File: src/rtl/video_stream_unpacker.sv
// AXI4-Stream video sink: unpacks 3 x 32-bit words into 4 RGB888 pixels,
// tracks x/y from tuser/tlast and flags framing errors.
module video_stream_unpacker #(
  parameter int X_SIZE     = 640,
  parameter int Y_SIZE     = 480,
  parameter int FCNT_WIDTH = 16
) (
  input  logic                  aclk,
  input  logic                  aresetn,
  input  logic [31:0]           in_stream_tdata,
  input  logic [3:0]            in_stream_tkeep,
  input  logic                  in_stream_tlast,
  input  logic                  in_stream_tuser,
  input  logic                  in_stream_tvalid,
  output logic                  in_stream_tready,
  output logic [7:0]            pix_r,
  output logic [7:0]            pix_g,
  output logic [7:0]            pix_b,
  output logic [9:0]            pix_x,
  output logic [8:0]            pix_y,
  output logic                  pix_sof,
  output logic                  pix_eol,
  output logic                  pix_valid,
  input  logic                  pix_ready,
  output logic [FCNT_WIDTH-1:0] frame_count,
  output logic                  err_tlast,
  output logic                  err_sof,
  input  logic                  err_clr
);

  typedef enum logic [1:0] {W0, W1, W2, W2B} state_t;

  localparam logic [9:0] X_LAST = 10'(X_SIZE - 1);
  localparam logic [9:0] X_PEN  = 10'(X_SIZE - 2);
  localparam logic [8:0] Y_LAST = 9'(Y_SIZE - 1);

  state_t                  r_state;
  logic [23:0]             r_hold;
  logic [9:0]              r_nx;
  logic [8:0]              r_ny;
  logic [23:0]             r_pix;
  logic [9:0]              r_px;
  logic [8:0]              r_py;
  logic                    r_sof;
  logic                    r_eol;
  logic                    r_valid;
  logic [FCNT_WIDTH-1:0]   r_fcnt;
  logic                    r_err_tlast;
  logic                    r_err_sof;

  state_t                  w_state_nxt;
  state_t                  w_st_eff;
  logic                    w_slot_free;
  logic                    w_tready;
  logic                    w_acc;
  logic                    w_sof;
  logic                    w_sof_err;
  logic                    w_last_exp;
  logic                    w_tlast_err;
  logic                    w_early;
  logic [9:0]              w_x_eff;
  logic [8:0]              w_y_eff;
  logic                    w_emit;
  logic [23:0]             w_pix;
  logic [9:0]              w_ex;
  logic [8:0]              w_ey;
  logic [23:0]             w_hold_nxt;
  logic [9:0]              w_nx_nxt;
  logic [8:0]              w_ny_nxt;
  logic                    w_unused;

  assign w_unused    = &{1'b0, in_stream_tkeep};
  assign w_slot_free = !r_valid | pix_ready;
  assign w_tready    = w_slot_free & (r_state != W2B) & aresetn;
  assign w_acc       = in_stream_tvalid & w_tready;
  assign w_sof       = w_acc & in_stream_tuser;

  // A SOF word is processed as w0 of (0,0); the tlast check then runs against that position.
  assign w_st_eff    = w_sof ? W0 : r_state;
  assign w_x_eff     = w_sof ? '0 : r_nx;
  assign w_y_eff     = w_sof ? '0 : r_ny;
  assign w_sof_err   = w_sof & ((r_state != W0) | (r_nx != '0) | (r_ny != '0));
  assign w_last_exp  = (w_st_eff == W2) & (w_x_eff == X_PEN);
  assign w_tlast_err = w_acc & (in_stream_tlast != w_last_exp);
  assign w_early     = w_acc & in_stream_tlast & !w_last_exp;

  always_ff @(posedge aclk or negedge aresetn) begin
    if (!aresetn) r_state <= W0;
    else          r_state <= w_state_nxt;
  end

  always_comb begin
    w_state_nxt = r_state;
    w_hold_nxt  = r_hold;
    w_emit      = 1'b0;
    w_pix       = r_hold;
    w_ex        = r_nx;
    w_ey        = r_ny;
    if (w_acc) begin
      w_emit = 1'b1;
      w_ex   = w_x_eff;
      w_ey   = w_y_eff;
      case (w_st_eff)
        W0: begin
          w_pix       = in_stream_tdata[23:0];
          w_hold_nxt  = {16'h0000, in_stream_tdata[31:24]};
          w_state_nxt = W1;
        end
        W1: begin
          w_pix       = {in_stream_tdata[15:0], r_hold[7:0]};
          w_hold_nxt  = {8'h00, in_stream_tdata[31:16]};
          w_state_nxt = W2;
        end
        W2: begin
          w_pix       = {in_stream_tdata[7:0], r_hold[15:0]};
          w_hold_nxt  = in_stream_tdata[31:8];
          w_state_nxt = W2B;
        end
        default: ;
      endcase
      if (w_early) begin
        w_hold_nxt  = '0;
        w_state_nxt = W0;
      end
    end else if ((r_state == W2B) && w_slot_free) begin
      w_emit      = 1'b1;
      w_pix       = r_hold;
      w_hold_nxt  = '0;
      w_state_nxt = W0;
    end

    w_nx_nxt = r_nx;
    w_ny_nxt = r_ny;
    if (w_emit) begin
      if (w_early || (w_ex == X_LAST)) begin
        w_nx_nxt = '0;
        w_ny_nxt = (w_ey == Y_LAST) ? '0 : w_ey + 9'd1;
      end else begin
        w_nx_nxt = w_ex + 10'd1;
        w_ny_nxt = w_ey;
      end
    end
  end

  always_ff @(posedge aclk or negedge aresetn) begin
    if (!aresetn) begin
      r_hold      <= '0;
      r_nx        <= '0;
      r_ny        <= '0;
      r_pix       <= '0;
      r_px        <= '0;
      r_py        <= '0;
      r_sof       <= 1'b0;
      r_eol       <= 1'b0;
      r_valid     <= 1'b0;
      r_fcnt      <= '0;
      r_err_tlast <= 1'b0;
      r_err_sof   <= 1'b0;
    end else begin
      r_hold <= w_hold_nxt;
      r_nx   <= w_nx_nxt;
      r_ny   <= w_ny_nxt;
      if (w_emit) begin
        r_valid <= 1'b1;
        r_pix   <= w_pix;
        r_px    <= w_ex;
        r_py    <= w_ey;
        r_sof   <= (w_ex == '0) && (w_ey == '0);
        r_eol   <= (w_ex == X_LAST);
      end else if (pix_ready) begin
        r_valid <= 1'b0;
      end
      if (w_sof) r_fcnt <= r_fcnt + 1'b1;
      if (w_tlast_err)  r_err_tlast <= 1'b1;
      else if (err_clr) r_err_tlast <= 1'b0;
      if (w_sof_err)    r_err_sof <= 1'b1;
      else if (err_clr) r_err_sof <= 1'b0;
    end
  end

  assign in_stream_tready = w_tready;
  assign pix_r            = r_pix[23:16];
  assign pix_g            = r_pix[15:8];
  assign pix_b            = r_pix[7:0];
  assign pix_x            = r_px;
  assign pix_y            = r_py;
  assign pix_sof          = r_sof;
  assign pix_eol          = r_eol;
  assign pix_valid        = r_valid;
  assign frame_count      = r_fcnt;
  assign err_tlast        = r_err_tlast;
  assign err_sof          = r_err_sof;

endmodule
File: config.mk
export PLATFORM = sky130hd
export DESIGN_NAME = video_stream_unpacker
export DESIGN_NICKNAME = d
export VERILOG_FILES = /design/src/rtl/video_stream_unpacker.sv
export SDC_FILE = /design/constraint.sdc
export NUM_CORES = 1
export LEC_CHECK = 0
export BUFFER_PORTS_ARGS = -buffer_cell sky130_fd_sc_hd__buf_4
export CAP_MARGIN = 20
export CORE_ASPECT_RATIO = 2
export CORE_UTILIZATION = 35
export CTS_CLUSTER_SIZE = 30
export DETAILED_ROUTE_END_ITERATION = 8
export GPL_TIMING_DRIVEN = 0
export PLACE_DENSITY = 0.57
export SYNTH_ARGS = -nofsm -noshare
export SYNTH_HDL_FRONTEND = slang
export SYNTH_SLANG_ARGS = --single-unit
File: constraint.sdc
create_clock -name aclk -period 3.2 [get_ports aclk]
set_clock_uncertainty 0.05 [all_clocks]
set_input_delay 0.64 -clock aclk [delete_from_list [all_inputs] [get_ports aclk]]
set_output_delay 0.64 -clock aclk [all_outputs]
set_load 0.02 [all_outputs]
# Word-level counts from Yosys, hierarchy flattened
# Index checks and enable logic that the tools add are counted.
# Widths: inputs -> output; s select.
[classes]
shifts = 0
muxes = 25
div = 0
add_sub_neg = 3
order_cmp = 0
n_eq_ne = 9
reduce_logical = 16
n_bitwise = 12
multipliers = 0
[op_table]
columns = ["operator", "count"]
rows = [
  ["$pmux 24 s3", 2],
  ["$mux 24", 4],
  ["$mux 9", 4],
  ["$mux 10", 3],
  ["$eq 10x10->1 const B", 2],
  ["$add 16x1->16 const B", 1],
  ["$add 10x1->10 const B", 1],
  ["$logic_not 10->1", 1],
  ["$reduce_bool 10->1", 1],
  ["$reduce_bool 2->1", 5],
  ["$add 9x1->9 const B", 1],
  ["$and 1x1->1", 9],
  ["$eq 9x9->1 const B", 1],
  ["$logic_not 9->1", 1],
  ["$reduce_bool 9->1", 1],
  ["$mux 2", 4],
  ["$mux 1", 7],
  ["$pmux 2 s3", 1],
  ["$ne 5x1->1 const B", 1],
  ["$eq 2x2->1 const B", 2],
  ["$or 1x1->1", 3],
  ["$eq 2x1->1 const B", 1],
  ["$logic_and 1x1->1", 2],
  ["$logic_not 1->1", 2],
  ["other kinds (5)", 5],
]
[totals]
n_memories = 0
rom_bits = 0
out_inout_bits = 65
ramBits = 0
latchBits = 0
register_bits = 109

# Logic depth before layout (Yosys ltp)
[logic_depth]
ltp_word = 13
depth_mapped = 15
depth_no_buf = 10

# Worst setup path after synthesis
# No wires, ideal clock.
[synth_timing]
path_type = "input to register"
startpoint = "input port pix_ready"
endpoint = "register r_ny[8]"
cell_stages = 14
path_slack_ns = -0.240
path_buffers = 4
setup_ns = 0.070
arrival_time_ns = 3.320
cell_sequence = "nor2b_1 > buf_2 > or3_1 > buf_2 > clkbuf_1 > nand2_1 > inv_1 > ha_1 > buf_6 > nor4bb_2 > a41oi_4 > a22oi_2 > or4_1 > nand3_1"
[synth_between]
elab_chain_cells = 12
word_cells_on_any_way = 25
classes_between = "add/sub: 1; eq/ne: 4; mux: 9; bitwise: 8; reduce/logical: 3"
[synth_lines]
columns = ["element", "line", "rtl"]
rows = [
  ["start, declared", "24", "input logic pix_ready,"],
  ["$or 1x1->1 *", "73", "assign w_slot_free = !r_valid | pix_ready;"],
  ["parallel branches: the longest is 11 deep, another holds $add 9x1->9", "--", ""],
  ["end signal, assigned", "162", "r_ny <= w_ny_nxt;"],
  ["end, declared", "40", "logic [8:0] r_ny;"],
]
# Mark *: on every way between the ends.
# A chain may end at the register's enable or synchronous reset.

# Worst setup path in the final report
[layout_timing]
startpoint = "register r_state[0]"
endpoint = "register r_ny[8]"
[layout_between]
elab_chain_cells = 12
word_cells_on_any_way = 26
classes_between = "add/sub: 1; eq/ne: 6; mux: 9; bitwise: 7; reduce/logical: 3"
[layout_lines]
columns = ["element", "line", "rtl"]
rows = [
  ["start, declared", "37", "state_t r_state;"],
  ["start signal, assigned", "89", "else r_state <= w_state_nxt;"],
  ["parallel branches: the longest is 12 deep, another holds $add 9x1->9", "--", ""],
]
# Parallel ways; which one is timed is not known.

==> summary.md <==
| Metric | Value |
|---|---|
| Worst Tran Pin Value | 0.945 ns |
| Vias in the first global route | 5228 |
| Pwr/cell area | 792 nW/um^2 |
| Synthesis-stage register bit count | 109 |
| Die height | 179 um |
| Synth area leaders | dfrtp_1 (50%), nand2_1 (6.8%), o21ai_0 (3.8%) |
| Count leader, synth | dfrtp_1 |
| First-pass DRT Iterations | 6 |
| Fill cells | 1454 |
| Antenna cells | 0 |
| Routability cong. | 0.921 |
| RSZ-0062 raised after global routing | no |
| Fin. max-slew vios | 0 |
| Final setup viols | 0 |
| Post-Syn Area | 5470 um^2 |
| Post-layout worst setup margin | 0.0948 ns |
| Worst-Skew Late Latency | 0.36 ns |
| WL final | 19100 um |
| Largest area contributor in the netlist | dfrtp_1 |
| Port Buffer Count | 103 |
| I/O pin total | 108 |
| Tmin final | 3.11 ns |
| CTS buffer count | 9 |
| Synth top area share | 0.499 |
| Site row count | 64 |
| EDFF count, synth | 0 |
| Final Hold Vio Count | 0 |
| Core Region | 15300 um^2 |
| Asr flop ratio synth | 1.00 |
| Min-Delay Path Class | primary input to asynchronous set/reset pin |
| H-tree depth | 3 |
| Crit Path Class | flip-flop to flip-flop |
| Layout area overhead | 33.9% |
| Post-route DRC violation count | 0 |
| Drt wl/cell | 20.9 um |
| CTS Buffer Depth | 2 |
| Critical Path RT | 3.45 ns |
| CP arrival | 3.35 ns |
| Register-to-Register Path Depth | 16 |
| Synth Area per Inst | 9.65 um^2 |
| Worst-path fanout max | 7 |
| Antenna violations before repair | 0 |
| CP Capture Type | flip-flop |
| DR vias | 5143 |
| Setup TNS | 0 ns |
| Total GRT Usage | 0.240 |
| Setup slack at placement | -1.51 ns |
| Fmax | 0.322 GHz |
| Placed cells | 869 |
| Avg Vias per Cell | 5.64 |
| Iter 0 DRT Violations | 305 |
| Top cells by count, synth | dfrtp_1 (109), nand2_1 (99), nor2_1 (45) |
| Dpl hpwl | 13800 um |
| YS warnings | 0 |
| Layout cells sized above 1 | 0.269 |
| Peak VDD IR | 0.337 mV |
| CTS tree | yes |
| First-pass GRT wire length | 29200 um |
| Synthesized Nets | 620 |
| Clock-pin slew on the worst setup and hold paths | 0.08 ns |
| Max Cap Violations | 0 |
| Placed cell area | 6550 um^2 |
| Die area | 16200 um^2 |
| Antenna Violating Nets Remaining | 0 |
| Proportion of synthesized chip area in sequential cells | 0.499 |
| Distinct cells, synth | 56 |
| Status | finished, final reports clean |
| Final non-filler cell total | 912 |
| Crit share post-route | 0.970 |
| Worst setup SP type | flip-flop |
| Primary FF master, synth | dfrtp_1 |
| # clock sinks | 109 |
| Final Cell Area | 7330 um^2 |
| Post-route total power | 5800 uW |
| Final #Nets | 762 |
| Leakage Power | 0.00335 uW |
| Slew headroom | 0.360 |
| CTS root buf | clkbuf_16 |
| Largest net degree at the start of global routing | 37 |
| Grt ovf | 0 |
| Starting Density | 0.358 |
| Die X | 90.4 um |
| Cells after synthesis | 567 |
==> worst paths after layout <==
path,start,to,slack (ns)
worst max-delay path,r_state[0],r_ny[8],0.09
worst min-delay path,aresetn,pix_y[6],0.04
worst max register to register,r_state[0],r_ny[8],0.09
worst min register to register,frame_count[15],frame_count[15],0.42
max in group asynchronous,aresetn,r_ny[1],2.45
min in group aclk,frame_count[15],frame_count[15],0.42
==> cells in the final DEF, fill, tap and decap left out, types with 7 or more instances in the layout <==
master	synthesis	routed
a32o_1	9	9
xnor2_1	12	12
inv_1	12	12
a222oi_1	8	8
a221oi_1	16	16
ha_1	10	8
clkbuf_1	25	20
nand3_1	21	19
o21ai_0	41	41
a22oi_1	17	17
nor2_1	45	45
nand2_1	99	94
buf_6	6	8
nor4_1	7	7
a22o_1	21	21
nand4_1	10	10
o21ai_1	17	17
buf_4	1	124
dfrtp_1	109	109
clkbuf_16	0	12
==> cell type report <==
class	instances	area, um^2	area share
Sequential cell	109	2730	0.372
Multi-Input combinational cell	405	2600	0.355
Timing Repair Buffer	132	1170	0.160
Buffer	40	254	0.0347
Tap cell	198	248	0.0338
Clock buffer	9	225	0.0307
Clock inverter	7	58.8	0.00803
Inverter	12	45.0	0.00615
==> critical path, stage by stage, from the launching register on <==
cell,delay (ns)
dfrtp_1,0.39
and2_4,0.16
buf_6,0.12
or3_1,0.32
buf_6,0.13
clkbuf_16,0.15
nand2_4,0.08
inv_1,0.06
ha_2,0.17
buf_6,0.12
nor4bb_4,0.16
a41oi_4,0.23
buf_4,0.18
a22oi_2,0.07
buf_4,0.18
or4_1,0.39
nand3_1,0.09
==> flip-flops by register name, summed over array words and instances (netlist names), 2 cells and up <==
register     flops
pix_x           10
r_pix           24
frame_count     16
r_ny             9
r_hold          24
pix_y            9
r_state          2
r_nx            10
==> metrics by stage <==
| stage | utilization | hold slack, ns |
|---|---|---|
| after floorplan | - | 0.294 |
| after CTS | 0.470 | 0.0461 |
| after detailed placement | 0.428 | 0.413 |
| after global routing | 0.479 | 0.0373 |
| after global placement | 0.426 | 0.412 |
| final | 0.479 | 0.0371 |
==> power by group <==
| part | switching [uW] | internal [uW] |
|---|---|---|
| combinational | 1590 | 1050 |
| clock | 555 | 542 |
| sequential | 312 | 1760 |
| total | 2460 | 3350 |
==> cells by family after synthesis <==
group	Yosys count	synth area share
simple gates	219	0.190
buf+inv	53	0.0467
mux	1	0.00206
compound gates	159	0.214
xor+xnor	16	0.0256
fa+ha+maj	10	0.0229
flops	109	0.499
==> metal layers <==
metal	vias up	GRT usage	part of all wire
met5	-	0	0
met3	59	0.0284	0.040
li1	2367	-	-
met4	0	0.162	0.063
met1	2502	0.240	0.35
met2	215	0.461	0.55
==> what timing repair did <==
action	4_1_cts	5_1_grt
buffers inserted	17	5
endpoints found under the setup margin	71	60
gates cloned	4	2
resized for setup	25	21
hold buffers	0	0
pin swaps	7	4
No activity file was read; power rests on OpenSTA's default activity.
